**src/rtl/can_fx_scheduler.sv**
```systemverilog
// can_fx_scheduler
//   Buffers received CAN frames in a small FIFO and issues them one at a time
//   to the feature extractor. After the extractor reports features_ready the
//   decision-tree classifier is started, and the next frame is issued only
//   once the classifier reports done. Frames are normalised on issue: 11-bit
//   IDs are masked and the DLC is clamped to 8. Overflow drops and
//   extractor timeouts are counted with saturating counters.
//
// Ports
//   clk, rst            system clock, synchronous active-high reset
//   in_valid/in_*       frame strobe and fields from the CAN receiver
//   fx_can_*            normalised frame to the extractor (held until next pop)
//   fx_frame_extended   extended flag to the extractor
//   fx_frame_valid      1-cycle launch pulse to the extractor
//   fx_features_ready   extractor completion
//   cls_start/cls_done  classifier start pulse / completion
//   sched_busy          scheduler not idle
//   fifo_count          FIFO occupancy
//   drop_cnt            frames dropped on full FIFO (saturating)
//   timeout_cnt         extractor timeouts (saturating)
//   err_timeout         1-cycle pulse on extractor timeout
module can_fx_scheduler #(
  parameter int FIFO_DEPTH     = 4,
  parameter int TIMEOUT_CYCLES = 64,
  parameter int CNT_W          = 16
) (
  input  logic                          clk,
  input  logic                          rst,
  input  logic                          in_valid,
  input  logic [28:0]                   in_id,
  input  logic [3:0]                    in_dlc,
  input  logic [63:0]                   in_data,
  input  logic                          in_extended,
  output logic [28:0]                   fx_can_id,
  output logic [3:0]                    fx_can_dlc,
  output logic [63:0]                   fx_can_data,
  output logic                          fx_frame_extended,
  output logic                          fx_frame_valid,
  input  logic                          fx_features_ready,
  output logic                          cls_start,
  input  logic                          cls_done,
  output logic                          sched_busy,
  output logic [$clog2(FIFO_DEPTH):0]   fifo_count,
  output logic [CNT_W-1:0]              drop_cnt,
  output logic [CNT_W-1:0]              timeout_cnt,
  output logic                          err_timeout
);

  localparam int AW = $clog2(FIFO_DEPTH);
  localparam int TW = $clog2(TIMEOUT_CYCLES + 1);
  localparam int EW = 29 + 4 + 64 + 1;
  localparam logic [AW:0]   FULL   = (AW+1)'(FIFO_DEPTH);
  localparam logic [TW-1:0] T_LAST = TW'(TIMEOUT_CYCLES - 1);

  typedef enum logic [2:0] {
    IDLE,
    LAUNCH,
    WAIT_FX,
    CLASSIFY,
    WAIT_CLS
  } state_t;

  state_t state, state_next;

  logic [EW-1:0] mem [FIFO_DEPTH];
  logic [AW-1:0] wr_ptr, rd_ptr;
  logic [TW-1:0] timer;

  logic          push, pop, drop, timeout_hit;
  logic          fv_next, cls_next, busy_next;

  logic [EW-1:0] head;
  logic [28:0]   head_id;
  logic [3:0]    head_dlc;
  logic [63:0]   head_data;
  logic          head_ext;

  assign head = mem[rd_ptr];
  assign {head_id, head_dlc, head_data, head_ext} = head;

  // A full FIFO still accepts a frame when the scheduler pops in the same cycle.
  assign push = in_valid && !rst && ((fifo_count != FULL) || pop);
  assign drop = in_valid && (fifo_count == FULL) && !pop;

  // ---------------------------------------------------------------- FIFO
  always_ff @(posedge clk) begin
    if (push) begin
      mem[wr_ptr] <= {in_id, in_dlc, in_data, in_extended};
    end
  end

  always_ff @(posedge clk) begin
    if (rst) begin
      wr_ptr     <= '0;
      rd_ptr     <= '0;
      fifo_count <= '0;
      drop_cnt   <= '0;
    end else begin
      if (push) wr_ptr <= wr_ptr + AW'(1);
      if (pop)  rd_ptr <= rd_ptr + AW'(1);
      if (push && !pop) begin
        fifo_count <= fifo_count + (AW+1)'(1);
      end else if (pop && !push) begin
        fifo_count <= fifo_count - (AW+1)'(1);
      end
      if (drop && (drop_cnt != '1)) begin
        drop_cnt <= drop_cnt + CNT_W'(1);
      end
    end
  end

  // ------------------------------------------------------- state register
  always_ff @(posedge clk) begin
    if (rst) begin
      state <= IDLE;
      timer <= '0;
    end else begin
      state <= state_next;
      if (state == LAUNCH) begin
        timer <= '0;
      end else if ((state == WAIT_FX) && !fx_features_ready && !timeout_hit) begin
        timer <= timer + TW'(1);
      end
    end
  end

  // ------------------------------------------------------ next-state logic
  always_comb begin
    state_next  = state;
    pop         = 1'b0;
    timeout_hit = 1'b0;
    case (state)
      IDLE: begin
        if (fifo_count != '0) begin
          pop        = 1'b1;
          state_next = LAUNCH;
        end
      end
      LAUNCH:   state_next = WAIT_FX;
      WAIT_FX: begin
        // Ready wins over a timeout landing in the same cycle.
        if (fx_features_ready) begin
          state_next = CLASSIFY;
        end else if (timer == T_LAST) begin
          timeout_hit = 1'b1;
          state_next  = IDLE;
        end
      end
      CLASSIFY: state_next = WAIT_CLS;
      WAIT_CLS: begin
        if (cls_done) state_next = IDLE;
      end
      default:  state_next = IDLE;
    endcase
  end

  // ----------------------------------------------------------- output logic
  always_comb begin
    fv_next   = (state == LAUNCH);
    cls_next  = (state == CLASSIFY);
    busy_next = (state_next != IDLE);
  end

  always_ff @(posedge clk) begin
    if (rst) begin
      fx_can_id         <= '0;
      fx_can_dlc        <= '0;
      fx_can_data       <= '0;
      fx_frame_extended <= 1'b0;
      fx_frame_valid    <= 1'b0;
      cls_start         <= 1'b0;
      sched_busy        <= 1'b0;
      err_timeout       <= 1'b0;
      timeout_cnt       <= '0;
    end else begin
      fx_frame_valid <= fv_next;
      cls_start      <= cls_next;
      sched_busy     <= busy_next;
      err_timeout    <= timeout_hit;
      if (timeout_hit && (timeout_cnt != '1)) begin
        timeout_cnt <= timeout_cnt + CNT_W'(1);
      end
      if (pop) begin
        fx_can_id         <= head_ext ? head_id : {18'b0, head_id[10:0]};
        fx_can_dlc        <= (head_dlc > 4'd8) ? 4'd8 : head_dlc;
        fx_can_data       <= head_data;
        fx_frame_extended <= head_ext;
      end
    end
  end

endmodule

```
**config.mk**
```make
export PLATFORM = sky130hd
export DESIGN_NAME = can_fx_scheduler
export DESIGN_NICKNAME = d
export VERILOG_FILES = /design/src/rtl/can_fx_scheduler.sv
export SDC_FILE = /design/constraint.sdc
export NUM_CORES = 1
export LEC_CHECK = 0
export BUFFER_PORTS_ARGS = -buffer_cell sky130_fd_sc_hd__buf_2
export CAP_MARGIN = 5
export CORE_MARGIN = 2
export CORE_UTILIZATION = 58
export CTS_CLUSTER_DIAMETER = 60
export CTS_CLUSTER_SIZE = 10
export DETAILED_ROUTE_END_ITERATION = 6
export PLACE_DENSITY = 0.9
export SKIP_CTS_REPAIR_TIMING = 1
export SYNTH_ARGS = -nofsm -noshare
export SYNTH_HDL_FRONTEND = slang
export SYNTH_SLANG_ARGS = --single-unit
```
**constraint.sdc**
```tcl
create_clock -name clk -period 5.8 [get_ports clk]
set_input_delay 0.87 -clock clk [delete_from_list [all_inputs] [get_ports clk]]
set_output_delay 0.87 -clock clk [all_outputs]
set_load 0.02 [all_outputs]
```
Word-level counts from Yosys, hierarchy flattened
Memories as Yosys holds them, arrays and structs flattened. A register that Yosys moved wholly into a read port is not among the register bits.
Cells that the tools add are included.
W data, S select, Z words.

word-level totals
  flip-flop bits (word level) = 151
  RAM bits = 392
  input port bits = 103
  output and inout port bits = 137
  logic and storage cells = 72
  memories kept = 1

operators by class
  add/sub/neg operators = 7
  magnitude comparators = 1
  eq/ne operators = 9
  muxes and demuxes = 18
  reductions and logical operators = 21

memories
  name  depth  bits a word  read ports  clocked after Yosys merged registers in  write ports  RTL line  source
  mem   4      98           1           1                                        1            65        logic [EW-1:0] mem [FIFO_DEPTH];

operators by type and width
  kind                     count
  $add A16 B1 Y16 const B  2
  $ne A16 B16 Y1 const B   2
  $mux W29                 1
  $mux W3                  6
  $pmux W3 S5              1
  $logic_and A1 B1 Y1      10
  $add A7 B1 Y7 const B    1
  $eq A7 B6 Y1 const B     1
  $mux W1                  7
  $eq A3 B2 Y1 const B     2
  $eq A3 B3 Y1 const B     2
  $reduce_bool A3 Y1       2
  $logic_not A1 Y1         5
  $add A2 B1 Y2 const B    2
  $gt A4 B4 Y1 const B     1
  $mux W2                  2
  $mux W4                  1
  $add A3 B1 Y3 const B    1
  $eq A3 B1 Y1 const B     1
  $logic_not A3 Y1         1
  $ne A3 B3 Y1 const B     1
  $sub A3 B1 Y3 const B    1
  $reduce_bool A2 Y1       1
  $reduce_or A2 Y1         1
  $logic_or A1 B1 Y1       1

Longest topological paths before layout
  word-level depth = 9
  depth in mapped cells = 11
  gate-level depth less buffers = 10

Worst setup path after synthesis
No wires, ideal clock.

  kind = input -> register
  start = input rst
  end = memory mem[0][0] (netlist name), enable pin
  setup time = 0.468 ns
  data arrival time = 3.560 ns
  data required time = 5.332 ns
  setup slack = 1.772 ns
  stages = 3
  buffers on the path = 1
  cell sequence = clkbuf_1 > nor2_1 > and2_1

between the ends
  longest elaborated chain between the ends = 5

ends and longest elaborated chain
  what                               RTL line  source
  start, declared                    28        input logic rst,
  $logic_not A1 Y1                   82        assign push = in_valid && !rst && ((fifo_count != FULL) || pop);
  $logic_and A1 B1 Y1 (2 in series)  82
  net push                           69        logic push, pop, drop, timeout_hit;
  $mux W1                            87        if (push) begin
  $mux W1 (not written as such)      88        mem[wr_ptr] <= {in_id, in_dlc, in_data, in_extended};
  end, declared                      65

The timed path passes the listed nets, and every way through them passes these cells.

Final worst setup path
  start = register state[2]
  end = register fifo_count[2]

between the ends
  longest elaborated chain between the ends = 7
  elaborated cells on any way between the ends = 10
  classes of those cells = mux: 2; reduce/logical: 8

ends and longest elaborated chain
  what                                 RTL line  source
  start, declared                      63        state_t state, state_next;
  start signal, assigned               118       state <= state_next;
  $logic_not A3 Y1 *                   132       case (state)
  $mux W1 *                            132
  $logic_or A1 B1 Y1                   82
  $logic_and A1 B1 Y1                  82
  $logic_not A1 Y1                     103       end else if (pop && !push) begin
  $logic_and A1 B1 Y1                  103
  $reduce_bool A2 Y1 (no source line)  --
  end signal, assigned                 102       fifo_count <= fifo_count + (AW+1)'(1);
  end signal, assigned                 104       fifo_count <= fifo_count - (AW+1)'(1);
  end, declared                        43        output logic [$clog2(FIFO_DEPTH):0] fifo_count,

Every way passes the cells marked *; elsewhere a longest branch is shown, timed or not.
A chain may end at the register's enable or synchronous reset.

==> flow_summary.yaml <==
outcome:
  status: "finished, final reports clean"
detailed_routing:
  detail-route-antenna-nets: 0
  via_count: 11600
  first_pass_iters: 5
  drc: 0
  drt-total-wl_mm: 43.5
  vias_per_cell: 5.80
  drt_iter0_markers: 846
  wl_per_cell_um: 21.8
critical_path:
  crit_buf_inv: 3
  reg2reg_slack_ps: 2200
  crit_arrival_ps: 4110
  end_kind: "register"
  crit_path_max_incr_delay_ps: 830
  worstSetupPathType: "register to register"
  crit_fanout: 100
  reg2reg_depth: 10
  cp_cell_sequence: "or3_4 > nor2_4 > buf_4 > inv_4 > ha_1 > inv_1 > fa_1 > xor2_1 > or3_1 > a21oi_1"
  rr_endpoint: "fifo_count[2]"
  cp.required_ps: 6310
  r2r-start: "state[2]"
  cp_top_family: "buffers and inverters"
  startpoint_type: "register"
  critPathLaunch: "state[2]"
  slowest_stage: "inv_4"
clocking:
  cts_tree: "yes"
  clkTransAtPathRegs_ps: 50
  root_buffer: "clkbuf_16"
  cts_buffers: 61
  cts_buffer_depth: 3
  cts.sinks: 545
  htree_levels: 2
  clk_latency_ps: 620
global_routing:
  grt_pass1_wl_mm: 66.9
  grt_pass1_vias: 11900
  grt_max_degree: 101
  antenna_found_initial: 10
  overflow: 0
  grtUsageTotal_pct: 24.4
pwr:
  peakVddDrop_mv: 0.497
  p_leak_uw: 0.00820
  power.total_uw: 10900
  power.density_nw_per_um2: 465
final_layout:
  drive_above_1_share_pct: 28.9
  area_delta_synth_final_pct: 17.2
  final_common_cell: "edfxtp_1"
  mostFrequentLayoutCells: "392 x edfxtp_1, 238 x buf_2, 194 x nand2_1, 151 x dfxtp_1, 105 x a21oi_1"
  fin_nets: 1589
synth:
  postSynth.asyncResetShare_pct: 0
  synth_top_cell_area_share_pct: 58.6
  syn-num-nets: 1340
  synth_top_area_cell: "edfxtp_1"
  synth-edff-count: 392
  syn_avg_cell_area_um2: 16.4
  yosysWarningCount: 0
  synth_seq_area_share_pct: 73.8
  synthesis.area_um2: 20100
  synth.area.top_cells: "edfxtp_1 59%, dfxtp_1 15%, mux4_2 11%, nand2_1 3.6%, a21oi_1 2.6%"
  synth_cell_types: 55
  ys_ff_latch: 545
  synthCells: 1228
  synth_flop_cell: "edfxtp_1"
flow_run:
  drv_cap: 0
timing:
  max_freq_ghz: 0.278
  final-max-slew-violation-count: 0
  skew_ps: 33.5
  slew_headroom_pct: 23.5
  rsz0062_at_grt: "false"
  setup_viol: 0
  worst_pin_slew_ps: 1150
  finalCritPeriodShare_pct: 62.0
  setup_tns_ps: 0
  final_hold_viol_count: 0
  fin_crit_ps: 3600
floorplan:
  die_area_um2: 36100
  die_w_um: 190
  core_um2: 34300
  start_util_pct: 58.6
  ioPinCount: 240
  die_y_um: 190
  num_rows: 68
placed_design:
  hpwl_mm: 25.2
  routabilityCongestion: 0.895
  io_buffer_count: 239
worst_hold_path:
  holdCritStartpoint: "fx_can_data[21]"
  whs_path_depth: 2
  hold-path-endpoint: "fx_can_data[21]"
  min_path_type: "register to register"
[report_power, final]
| part | switching, µW | total [µW] | internal, µW |
|---|---|---|---|
| logic | 1540 | 2450 | 906 |
| clock network | 1460 | 3510 | 2050 |
| registers | 348 | 4970 | 4620 |
| total | 3350 | 10900 | 7580 |
[worst reg2reg max path, cell delays in order, from the launching register on]
cell	delay [ps]
dfxtp_1	510
or3_4	240
nor2_4	40
buf_4	310
inv_4	860
ha_1	460
inv_1	60
fa_1	380
xor2_1	180
or3_1	310
a21oi_1	150
[metal layers]
metal	global-route usage, %	share of wire, %
met2	39.5	49
met4	7.33	2.3
met3	6.64	9.1
met1	32.8	40
met5	0	0.053
[flip-flops by register name (all words and copies together), names as in the netlist, 2 cells and up, named ones only]
signal and cells:
drop_cnt 16, timer 7, fx_can_data 64, fx_can_id 29, timeout_cnt 16, rd_ptr 2
wr_ptr 2, fx_can_dlc 4, mem 392, fifo_count 3, state 3
[metrics by stage]
stage	worst slack, ps	hold slack [ps]	utilization, %	cell area [µm²]	cells
after floorplan	1770	465	-	20100	1228
after global placement	2340	440	63.2	21700	1869
after detailed placement	2230	444	63.2	21700	1869
after CTS	2240	432	68.6	23500	1983
after global routing	2020	438	68.6	23500	1986
final	2200	450	68.7	23500	1994
[synthesized netlist by cell type (all sizes together), types with 2 or more instances]
library cell  count
a211oi            2
a21oi           106
a31oi             2
and2              4
and3              5
and4              3
buf              33
clkbuf           32
dfxtp           153
edfxtp          392
ha                8
inv               4
mux2i             2
mux4             98
nand2           194
nand2b            2
nand3            30
nand3b            3
nand4            11
nor2             55
nor2b             2
nor3             13
nor3b             3
nor4              9
nor4b             7
o21ai             4
or3               4
xnor2            28
xor2              7
[kinds of logic after synthesis]
group                      count (synthesis)  synth area share [%]
muxes                                    101                  11.1
xor gates and xnor gates                  35                  1.53
AOI/OAI and AO/OA                        119                  3.17
buffers and inverters                     69                  1.61
and+or+nand+nor                          350                  8.13
DFF                                      545                  73.8
adders and majority gates                  9                 0.598
[worst max path at each step]
stage                    end  cells after the start  slack (ps)
3_3_place_gp      mem[0][45]                      4        2340
6_report       fifo_count[2]                     10        2200
2_1_floorplan      mem[0][0]                      3        1770
3_5_place_dp      mem[2][56]                      4        2230
4_1_cts        fifo_count[2]                     10        2240
5_1_grt        fifo_count[2]                     10        2020
[final cells by class]
| class | count | area (µm²) |
|---|---|---|
| antenna | 11 | 27.5 |
| clock buffer | 111 | 1780 |
| clock inverter | 3 | 68.8 |
| fill | 2219 | 10700 |
| inverter | 4 | 17.5 |
| multi-input combinational | 614 | 4950 |
| sequential | 545 | 14800 |
| tap | 455 | 569 |
| timing repair buffer | 251 | 1290 |
No activity file was read; power rests on OpenSTA's default activity.
